### config.mk
export PLATFORM = sky130hd
export DESIGN_NAME = usart_tx_serializer
export DESIGN_NICKNAME = d
export VERILOG_FILES = /design/src/rtl/usart_tx_serializer.sv
export SDC_FILE = /design/constraint.sdc
export NUM_CORES = 1
export LEC_CHECK = 0
export ABC_AREA = 1
export ABC_CLOCK_PERIOD_IN_PS = 1850
export BUFFER_PORTS_ARGS = -buffer_cell sky130_fd_sc_hd__buf_2
export CAP_MARGIN = 20
export CORE_MARGIN = 1.5
export CORE_UTILIZATION = 56
export CTS_CLUSTER_DIAMETER = 40
export DETAILED_ROUTE_END_ITERATION = 7
export PLACE_DENSITY_LB_ADDON = 0.12
export SLEW_MARGIN = 20
export SYNTH_ARGS = -nofsm -noshare
export SYNTH_HDL_FRONTEND = slang
export SYNTH_SLANG_ARGS = --single-unit
### constraint.sdc
create_clock -name comm_clock -period 1.85 [get_ports comm_clock]
set_input_delay 0.2775 -clock comm_clock [delete_from_list [all_inputs] [get_ports comm_clock]]
set_output_delay 0.2775 -clock comm_clock [all_outputs]
set_load 0.01 [all_outputs]
### src/rtl/usart_tx_serializer.sv
// Pulls bytes from the TX FIFO read port and serializes them as async frames:
// start bit, 8 data bits LSB first, optional parity, 1-2 stop bits.
module usart_tx_serializer #(
  parameter int unsigned CLOCKS_PER_BIT = 104,
  parameter int unsigned PARITY         = 0,
  parameter int unsigned STOP_BITS      = 1
) (
  input  logic       comm_clock,
  input  logic       reset,
  output logic       fifo_ready,
  input  logic       fifo_valid,
  input  logic [7:0] fifo_data,
  input  logic       fifo_empty,
  output logic       tx,
  output logic       busy,
  output logic       sent
);

  localparam int unsigned CW = $clog2(CLOCKS_PER_BIT);
  localparam logic [CW-1:0] CNT_LOAD  = CW'(CLOCKS_PER_BIT - 1);
  localparam logic [CW-1:0] CNT_ONE   = CW'(1);
  localparam logic          STOP_LAST = 1'(STOP_BITS - 1);

  typedef enum logic [2:0] {
    S_IDLE, S_FETCH, S_START, S_DATA, S_PAR, S_STOP
  } state_t;

  state_t        state, state_n;
  logic [CW-1:0] cnt, cnt_n;
  logic [7:0]    shreg, shreg_n;
  logic [2:0]    bit_idx, bit_idx_n;
  logic          par_bit, par_n;
  logic          stop_idx, stop_n;
  logic          tx_n, ready_n, busy_n, sent_n;
  logic          bit_end;

  always_ff @(posedge comm_clock) begin
    if (!reset) begin
      state      <= S_IDLE;
      cnt        <= '0;
      shreg      <= '0;
      bit_idx    <= '0;
      par_bit    <= 1'b0;
      stop_idx   <= 1'b0;
      tx         <= 1'b1;
      fifo_ready <= 1'b0;
      busy       <= 1'b0;
      sent       <= 1'b0;
    end else begin
      state      <= state_n;
      cnt        <= cnt_n;
      shreg      <= shreg_n;
      bit_idx    <= bit_idx_n;
      par_bit    <= par_n;
      stop_idx   <= stop_n;
      tx         <= tx_n;
      fifo_ready <= ready_n;
      busy       <= busy_n;
      sent       <= sent_n;
    end
  end

  always_comb begin
    state_n   = state;
    cnt_n     = cnt;
    shreg_n   = shreg;
    bit_idx_n = bit_idx;
    par_n     = par_bit;
    stop_n    = stop_idx;
    tx_n      = tx;
    ready_n   = fifo_ready;
    busy_n    = busy;
    sent_n    = 1'b0;
    bit_end   = (cnt == '0);

    if ((state inside {S_START, S_DATA, S_PAR, S_STOP}) && !bit_end)
      cnt_n = cnt - 1'b1;

    case (state)
      S_IDLE: begin
        if (!fifo_empty) begin
          state_n = S_FETCH;
          ready_n = 1'b1;
          busy_n  = 1'b1;
        end
      end
      S_FETCH: begin
        if (fifo_valid) begin
          shreg_n = fifo_data;
          par_n   = (PARITY == 2) ? ^fifo_data : ~^fifo_data;
          ready_n = 1'b0;
          tx_n    = 1'b0;
          cnt_n   = CNT_LOAD;
          state_n = S_START;
        end
      end
      S_START: begin
        if (bit_end) begin
          state_n   = S_DATA;
          tx_n      = shreg[0];
          shreg_n   = {1'b0, shreg[7:1]};
          bit_idx_n = '0;
          cnt_n     = CNT_LOAD;
        end
      end
      S_DATA: begin
        if (bit_end) begin
          cnt_n = CNT_LOAD;
          if (bit_idx == 3'd7) begin
            if (PARITY != 0) begin
              state_n = S_PAR;
              tx_n    = par_bit;
            end else begin
              state_n = S_STOP;
              tx_n    = 1'b1;
              stop_n  = 1'b0;
            end
          end else begin
            bit_idx_n = bit_idx + 3'd1;
            tx_n      = shreg[0];
            shreg_n   = {1'b0, shreg[7:1]};
          end
        end
      end
      S_PAR: begin
        if (bit_end) begin
          state_n = S_STOP;
          tx_n    = 1'b1;
          stop_n  = 1'b0;
          cnt_n   = CNT_LOAD;
        end
      end
      S_STOP: begin
        // sent is registered, so it is armed one cycle ahead of the final stop cycle
        if (stop_idx == STOP_LAST && cnt == CNT_ONE)
          sent_n = 1'b1;
        if (bit_end) begin
          if (stop_idx == STOP_LAST) begin
            if (!fifo_empty) begin
              state_n = S_FETCH;
              ready_n = 1'b1;
            end else begin
              state_n = S_IDLE;
              busy_n  = 1'b0;
            end
          end else begin
            stop_n = 1'b1;
            cnt_n  = CNT_LOAD;
          end
        end
      end
      default: state_n = S_IDLE;
    endcase
  end

endmodule

# Word-level counts from Yosys, hierarchy flattened
# Cells that the tools add are included.
# word_totals
input_bits,12
regBits,26
out_inout_bits,4
# op_classes
bitwise_logic,1
reduce_logical,21
n_eq_ne,17
add_sub_neg,2
n_mux,47
# op_table
operator,n
$mux W7,5
$mux W3,11
$mux W8,4
$pmux W8 S3,1
$pmux W7 S3,1
$reduce_and A5 Y1,4
$mux W1,19
$ne A2 B2 Y1 const B,9
$pmux W3 S6,1
$eq A3 B3 Y1 const B,3
$reduce_bool A3 Y1,3
$reduce_and A4 Y1,2
$reduce_and A8 Y1,1
$reduce_bool A4 Y1,2
$eq A7 B1 Y1 const B,1
$logic_not A7 Y1,1
$sub A7 B1 Y7 const B,1
$eq A3 B2 Y1 const B,2
$pmux W1 S3,2
$pmux W3 S2,1
$pmux W1 S4,1
$reduce_bool A2 Y1,2
$add A3 B1 Y3 const B,1
$eq A3 B1 Y1 const B,1
8 further kinds,9

# Logic depth before layout (Yosys ltp)
# Gate-level depths: netlist (run 1).
# logic_depth
ltp_word,7
ltp_mapped,12

# Least setup slack after synthesis (run 1)
# OpenSTA, ideal clock, no wires.
# synth_path
path_type,register to register
startpoint,register state[1]
endpoint,register shreg[3]
path_slack_ns,0.240
arrival_ns,1.499
synth_period_minus_slack_ns,1.610
n_path_buf,2
setup_ns,0.112
path_stages_with_launch,11
cell_sequence,dfxtp_1 > ha_1 > buf_4 > inv_1 > nand2_1 > nand3_2 > nor2_4 > buf_6 > nand2_1 > nand2_1 > nor2_1
# synth_between
elab_chain_cells,3
elab_cells_between_ends,10
# synth_rtl
item,line,text
start: declaration,28,"state_t state, state_n;"
start signal: assignment,50,state <= state_n;
$eq A3 B2 Y1 or $eq A3 B1 Y1 (tied branches),79,case (state)
$ne A2 B2 Y1 (no source line) or $reduce_bool A3 Y1 (tied branches),-,
$reduce_and A5 Y1 (no source line),-,
end signal: assignment,52,shreg <= shreg_n;
end: declaration,30,"logic [7:0] shreg, shreg_n;"
# Several ways; a longest one is shown, not always the timed one.
# A chain may end at the register's enable or synchronous reset.

# Final worst setup path (run 1)
# layout_path
startpoint,register cnt[0]
endpoint,register shreg[5]
# layout_between
elab_chain_cells,3
elab_cells_between_ends,4
# layout_rtl
item,line,text
start: declaration,29,"logic [CW-1:0] cnt, cnt_n;"
start signal: assignment,51,cnt <= cnt_n;
$logic_not A7 Y1 *,74,bit_end = (cnt == '0);
$ne A2 B2 Y1 (no source line),-,
$reduce_and A5 Y1 (no source line) *,-,
# Mark *: on every way between the ends. The rest lies on a longest branch, timed or not.

==> reports/metrics.csv, run 1 <==
stage,metric,value,unit
sta,finalCritPeriodShare,93.7,%
finish,final_layout_size_suffix_gt1_share,22.0,%
finish,area_growth,8.74,%
routing,drcViolationCount,0,
setup_path,path_max_fanout,14,
die,fp.coreArea,2540,µm²
finish,layout_commonest_cell,nand2_1,
die,rows,18,
setup_path,path_class,reg -> reg,
sta,hold_slack,0.247,ns
die,die-area,3090,µm²
die,initial_core_util,60.8,%
logic_synthesis,synth.distinct_cells,31,
routing,wl_per_cell,11.2,µm
job,maxCapViolations,0,
logic_synthesis,syn_nets,243,
min_path,min_path_type,in -> reg,
global_routing,grt_pass1_vias,1299,
setup_path,endpoint_kind,register,
sta,hold_violations,0,
clocking,clock_latency,0.32,ns
sta,fmax,577,MHz
routing,drtAntennaViolNets,0,
logic_synthesis,async_flop_share,0,%
logic_synthesis,synth_edf_count,0,
die,pin_count,16,
finish,final_nets,261,
clocking,hold_buffers,0,
global_routing,grt_max_degree,19,
sta,fin_crit,1.73,ns
run_status,status,"finished, final reports clean",
clocking,cts_root_buffer,clkbuf_4,
global_routing,grt_overflow,0,
logic_synthesis,avgSynthCellArea,6.90,µm²
power,p_leak,0.000844,µW
routing,detail_route.vias_per_cell,5.14,
routing,first_iter_violations,30,
clocking,numCtsBuffers,3,
logic_synthesis,syn_inst,224,
clocking,clk_pin_slew,0.13,ns
logic_synthesis,synth_seq_cells,25,
placed_design,hpwlAfterDp,2300,µm
finish,fin_area,1680,µm²
global_routing,grt_pass1_wl,5260,µm
clocking,cts.sinks,25,
sta,report.final.setup_viol,0,
sta,fin_skew,0.00558,ns
finish,fin_util,66.1,%
power,power_density,1720,nW/µm²
sta,maxSlewHeadroom,74.3,%
placed_design,gp_congestion,0.897,
sta,worst_slew_pin_slew,0.385,ns
setup_path,arrival,1.97,ns
power,finalPower,2890,µW
logic_synthesis,synth_ff_type,dfxtp_1,
placed_design,postPlaceCellArea,1620,µm²
power,vdd_drop_max,962,µV
placed_design,portBuffers,15,
logic_synthesis,synth_area,1550,µm²
die,die_w,55.6,µm
global_routing,track_usage,21.1,%
logic_synthesis,seq_area_frac_synth,32.4,%
sta,drv_slew,0,
routing,drtPass1Iterations,4,
finish,final_cell_mix,"59 x nand2_1, 27 x nor2_1, 25 x inv_1, 25 x dfxtp_1, 15 x buf_2",
clocking,cts_tree,built,
die,chipHeight,55.6,µm
setup_path,crit_path_start_kind,register,
global_routing,antenna_found_initial,0,
logic_synthesis,synth_warnings,0,
clocking,clk_path_buf_depth,2,
setup_path,cp.required,2.08,ns
finish,diodes,0,
routing,via_count,1393,
clocking,htree_num_levels,1,
routing,wl,3050,µm
==> kinds of logic (layout without fill, tap and decap cells) <==
group	count (synthesis)	in the layout	synth area share, %
AO/OA/AOI/OAI	20	20	7.44
AND/OR/NAND/NOR	126	126	37.9
adder cells (fa/ha/maj)	7	7	5.66
XOR/XNOR	2	2	1.13
flip-flops	25	25	32.4
buffers and inverters	37	54	10.9
multiplexers	7	7	4.53
==> path summary, 6_finish.rpt <==
check                           startpoint    endpoint  slack (ns)  cells after the start
worst max register to register      cnt[0]    shreg[5]        0.12                     12
worst max-delay path                cnt[0]    shreg[5]        0.12                     12
worst min register to register  fifo_ready  fifo_ready        0.46                      2
worst min-delay path            fifo_empty        busy        0.25                      4
==> flip-flops by register name, indices dropped and copies added, names as in the netlist <==
| register | flops |
|---|---|
| cnt | 7 |
| state | 3 |
| shreg | 8 |
| sent | 1 |
| fifo_ready | 1 |
| bit_idx | 3 |
| busy | 1 |
| tx | 1 |
==> layout make-up <==
type	instances	area [µm²]
multi-input cells	162	877
fillers	231	863
flip-flops and latches	25	500
repair buffers	20	125
inverters	30	115
well taps	30	37.5
clock buffers	4	26.3
==> critical path, stage by stage, from the launching register on <==
cell     delay, ns
dfxtp_1       0.35
inv_1         0.13
ha_1          0.16
inv_1         0.03
nor2_1        0.11
nand3_2       0.17
nand2_4       0.11
nand3_2       0.09
nor2_4        0.17
buf_12        0.16
nand2_1       0.06
nand2_1       0.06
nor2_1        0.04
==> stage by stage <==
step	instances	setup slack [ns]	setup TNS, ns
2_1_floorplan	224	0.240	0
3_3_place_gp	264	0.139	0
3_5_place_dp	264	0.0315	0
4_1_cts	268	0.00256	0
5_1_grt	271	-0.0256	-0.0914
6_report	271	0.116	0
==> where the power goes <==
part	total, µW	switching [µW]	internal, µW
Combinational	1700	994	708
Clock	247	162	84.5
Sequential	943	202	741
Total	2890	1360	1530
==> what timing repair did <==
item	4_1_cts	5_1_grt
gates resized for setup	0	0
setup endpoints to repair	0	9
buffers inserted	0	3
==> Yosys cell counts, types with 3 or more instances <==
cell type  number  share of area (%)
nor2_1         27                6.6
inv_1          25                6.1
dfxtp_1        25                 32
a21oi_1         7                2.3
inv_2           4               0.97
nand4_1         5                2.0
buf_4           3                1.5
nand2_1        59                 14
mux2i_1         7                4.5
nand3_1         9                2.9
ha_1            7                5.7
nor2_2         13                5.3
o21ai_0         4                1.3
o21ai_1         3               0.97
nand2_2         4                1.6
nand3_2         3                1.9
==> layer usage <==
layer | track usage [%] | wire (µm)
met1 | 25.9 | 1460
met2 | 35.9 | 1410
met3 | 2.81 | 116
met4 | 10.5 | 58
met5 | 0 | 0
Power figures use the tool's default switching activity.
==> run 2: changes to the inputs <==
--- a/config.mk
+++ b/config.mk
@@ -5,13 +5,11 @@
 export SDC_FILE = /design/constraint.sdc
 export NUM_CORES = 1
 export LEC_CHECK = 0
-export ABC_AREA = 1
-export ABC_CLOCK_PERIOD_IN_PS = 1850
 export BUFFER_PORTS_ARGS = -buffer_cell sky130_fd_sc_hd__buf_2
 export CAP_MARGIN = 20
 export CORE_MARGIN = 1.5
 export CORE_UTILIZATION = 56
-export CTS_CLUSTER_DIAMETER = 40
+export CTS_CLUSTER_DIAMETER = 150
 export DETAILED_ROUTE_END_ITERATION = 7
 export PLACE_DENSITY_LB_ADDON = 0.12
 export SLEW_MARGIN = 20
==> run 2 against run 1 <==
Against the previous run: the flow now finishes with violations (setup timing); count of clock-buffer cells in the layout shrank 1; clock power is essentially flat; area after synthesis shrank 4.1%; critical path type unchanged; largest power group unchanged.
==> reports/metrics.csv, run 2 <==
stage,metric,value,unit,change
sta,hold_violations,0,,unchanged
global_routing,antenna_found_initial,0,,unchanged
sta,fin_crit,1.90,ns,+0.163 ns
clocking,hold_buffers,0,,unchanged
global_routing,grt_max_degree,18,,-1
run_status,violations,setup timing,,
power,power_density,1470,nW/µm²,-15%
finish,area_growth,19.1,%,
finish,fin_util,70.6,%,+4.5 points
power,p_leak,0.000701,µW,-17%
sta,fin_skew,0.0152,ns,+0.00965 ns
logic_synthesis,yosys.area.top_type,dfxtp_1,,
routing,wl_per_cell,14.1,µm,+26%
clocking,cts_root_buffer,clkbuf_4,,
setup_path,crit_path_start_kind,register,,
logic_synthesis,synth_warnings,0,,unchanged
global_routing,grt_pass1_vias,1116,,-14%
finish,largest_reg_flops,8,,unchanged
routing,detail_route.vias_per_cell,5.84,,+14%
setup_path,path_max_fanout,4,,-10
sta,fin_ws,-0.0467,ns,-0.163 ns
clocking,cts.sinks,25,,unchanged
placed_design,postPlaceCellArea,1690,µm²,+4.5%
finish,final_layout_size_suffix_gt1_share,31.7,%,+9.8 points
global_routing,grt_overflow,0,,unchanged
finish,final_nets,209,,-20%
sta,worst_slew_pin_slew,0.470,ns,+0.0857 ns
routing,drcViolationCount,0,,unchanged
logic_synthesis,synth_area,1480,µm²,-4.1%
setup_path,endpoint_kind,register,,
logic_synthesis,avgSynthCellArea,9.10,µm²,+32%
logic_synthesis,synthMostInstantiatedCell,dfxtp_1,,
min_path,min_path_type,in -> reg,,
die,chipHeight,54.5,µm,-2.0%
logic_synthesis,syn_nets,182,,-25%
clocking,numCtsBuffers,3,,unchanged
routing,via_count,1278,,-8.3%
clocking,clock_latency,0.32,ns,about the same
finish,fillers,206,,-11%
placed_design,portBuffers,15,,unchanged
die,die_w,54.5,µm,-2.0%
setup_path,rrSetupSlack,-0.05,ns,-0.16 ns
logic_synthesis,synth_seq_cells,25,,unchanged
routing,first_iter_violations,22,,-27%
setup_path,path_class,reg -> reg,,
run_status,status,"complete, but fails checks",,
power,vdd_drop_max,957,µV,-0.47%
finish,largest-register,shreg,,
routing,drtAntennaViolNets,0,,unchanged
clocking,clk_path_buf_depth,2,,unchanged
die,die-area,2970,µm²,-3.9%
logic_synthesis,ys_top_cells_by_area,"dfxtp_1 34%, ha_1 5.9%, mux2i_1 5.4%",,
logic_synthesis,ys_top_cells_by_count,"25 x dfxtp_1, 20 x nor2_1, 8 x mux2i_1, 8 x nand2_1",,
placed_design,hpwlAfterDp,2250,µm,-2.1%
finish,multiInputGateArea,951,µm²,+8.4%
routing,wl,3100,µm,+1.6%
logic_synthesis,seq_area_frac_synth,33.8,%,+1.4 points
logic_synthesis,async_flop_share,0,%,unchanged
placed_design,gp_congestion,0.849,,-5.3%
sta,report.final.setup_viol,1,,+1
finish,diodes,0,,unchanged
die,pin_count,16,,unchanged
logic_synthesis,netlist.area_leader.share,33.8,%,+1.4 points
logic_synthesis,syn_inst,163,,-27%
die,initial_core_util,59.3,%,-1.5 points
clocking,htree_num_levels,1,,unchanged
finish,reg_top3,"shreg: 8 flops, cnt: 7 flops",,
sta,rsz0062_at_grt,yes,,
logic_synthesis,synth_ff_type,dfxtp_1,,
min_path,hold_depth,3,,-1
logic_synthesis,synth_edf_count,0,,unchanged
clocking,clk_pin_slew,0.15,ns,+0.02 ns
placed_design,place_inst,215,,-19%
global_routing,track_usage,22.3,%,+1.2 points
setup_path,arrival,2.13,ns,+0.16 ns
finish,final_cell_mix,"20 x nor2_1, 20 x dfxtp_1, 16 x buf_4",,
routing,drtPass1Iterations,4,,unchanged
finish,regArea,509,µm²,+1.7%
setup_path,ff2ff_path_depth,6,,-6
die,fp.coreArea,2500,µm²,-1.8%
die,rows,18,,unchanged
setup_path,cp.required,2.08,ns,about the same
finish,layoutNonFillerInstCount,219,,-19%
finish,fin_area,1770,µm²,+5.0%
job,maxCapViolations,0,,unchanged
global_routing,grt_pass1_wl,4880,µm,-7.2%
sta,setup_tns,-0.0467,ns,-0.0467 ns
logic_synthesis,synth.distinct_cells,54,,+74%
sta,fmax,527,MHz,-8.6%
sta,drv_slew,0,,unchanged
sta,finalCritPeriodShare,103,%,+8.8 points
clocking,cts_tree,built,,
sta,maxSlewHeadroom,68.5,%,-5.8 points
==> run 2: cell count changes after synthesis, moves of 4 or more <==
| cell | change |
|---|---|
| nand2_1 | -51 |
| inv_1 | -19 |
| nor2_2 | -13 |
| nor2_1 | -7 |
| a211oi_1 | +6 |
| nand3_1 | -6 |
| clkbuf_1 | +4 |
| inv_2 | -4 |
| nand4_1 | -4 |
| o21a_1 | +4 |
==> run 2: repair_timing <==
action | CTS | global route
buffers inserted | 0 | 0
resized for setup | 6 | 10
endpoints found under the setup margin | 9 | 22
==> run 2: path summary, 6_finish.rpt <==
check                    start        to
setup / recovery      state[2]    cnt[5]
hold / removal    fifo_data[7]  shreg[7]
setup reg to reg      state[2]    cnt[5]
hold reg to reg       shreg[7]  shreg[7]
==> run 2: kinds of logic (layout without fill, tap and decap cells) <==
| group | Yosys count | in the layout | share of synthesized area (%) |
|---|---|---|---|
| and+or+nand+nor | 56 | 56 | 21.4 |
| AOI/OAI and AO/OA | 46 | 46 | 24.8 |
| DFF | 25 | 25 | 33.8 |
| buffers and inverters | 16 | 42 | 5.65 |
| muxes | 9 | 9 | 6.16 |
| adders and majority gates | 7 | 7 | 5.91 |
| xor gates and xnor gates | 4 | 4 | 2.36 |
==> run 2: critical path: stages (launching register included) <==
cell and delay [ns]:
dfxtp_4 0.38, inv_4 0.04, ha_4 0.21, or3_4 0.33, or4_4 0.49, and2_4 0.15, o31a_1 0.22
==> run 2: layout make-up <==
| cell class | instances | area share [%] |
|---|---|---|
| clock buffers | 3 | 1.28 |
| flip-flops and latches | 25 | 28.8 |
| inverters | 6 | 1.42 |
| well taps | 30 | 2.13 |
| multi-input cells | 122 | 53.9 |
| repair buffers | 32 | 12.2 |
| clock inverters | 1 | 0.283 |
==> run 2: power by group <==
part	total (µW)	leakage (µW)	switching [µW]	internal [µW]
Combinational	1530	0.000476	769	758
Sequential	820	0.000207	129	691
Clock	248	0.0000177	168	80.8
Total	2600	0.000701	1070	1530
==> run 2: metrics by stage <==
stage | hold slack, ns | total power (µW) | setup WS (ns)
5_1_grt | 0.236 | 2800 | -0.104
3_5_place_dp | 0.455 | 2220 | -0.0727
2_1_floorplan | 0.428 | 1800 | -0.0365
6_report | 0.225 | 2600 | -0.0467
4_1_cts | 0.222 | 2500 | -0.0578
3_3_place_gp | 0.437 | 2170 | -0.0134
==> run 2: routing by layer <==
metal | part of all wire, % | global-route usage [%] | up-vias
li1 | - | - | 653
met1 | 49 | 29.9 | 603
met2 | 48 | 37.6 | 20
met3 | 2.6 | 2.46 | 2
met4 | 0.48 | 6.67 | 0
met5 | 0 | 0 | -
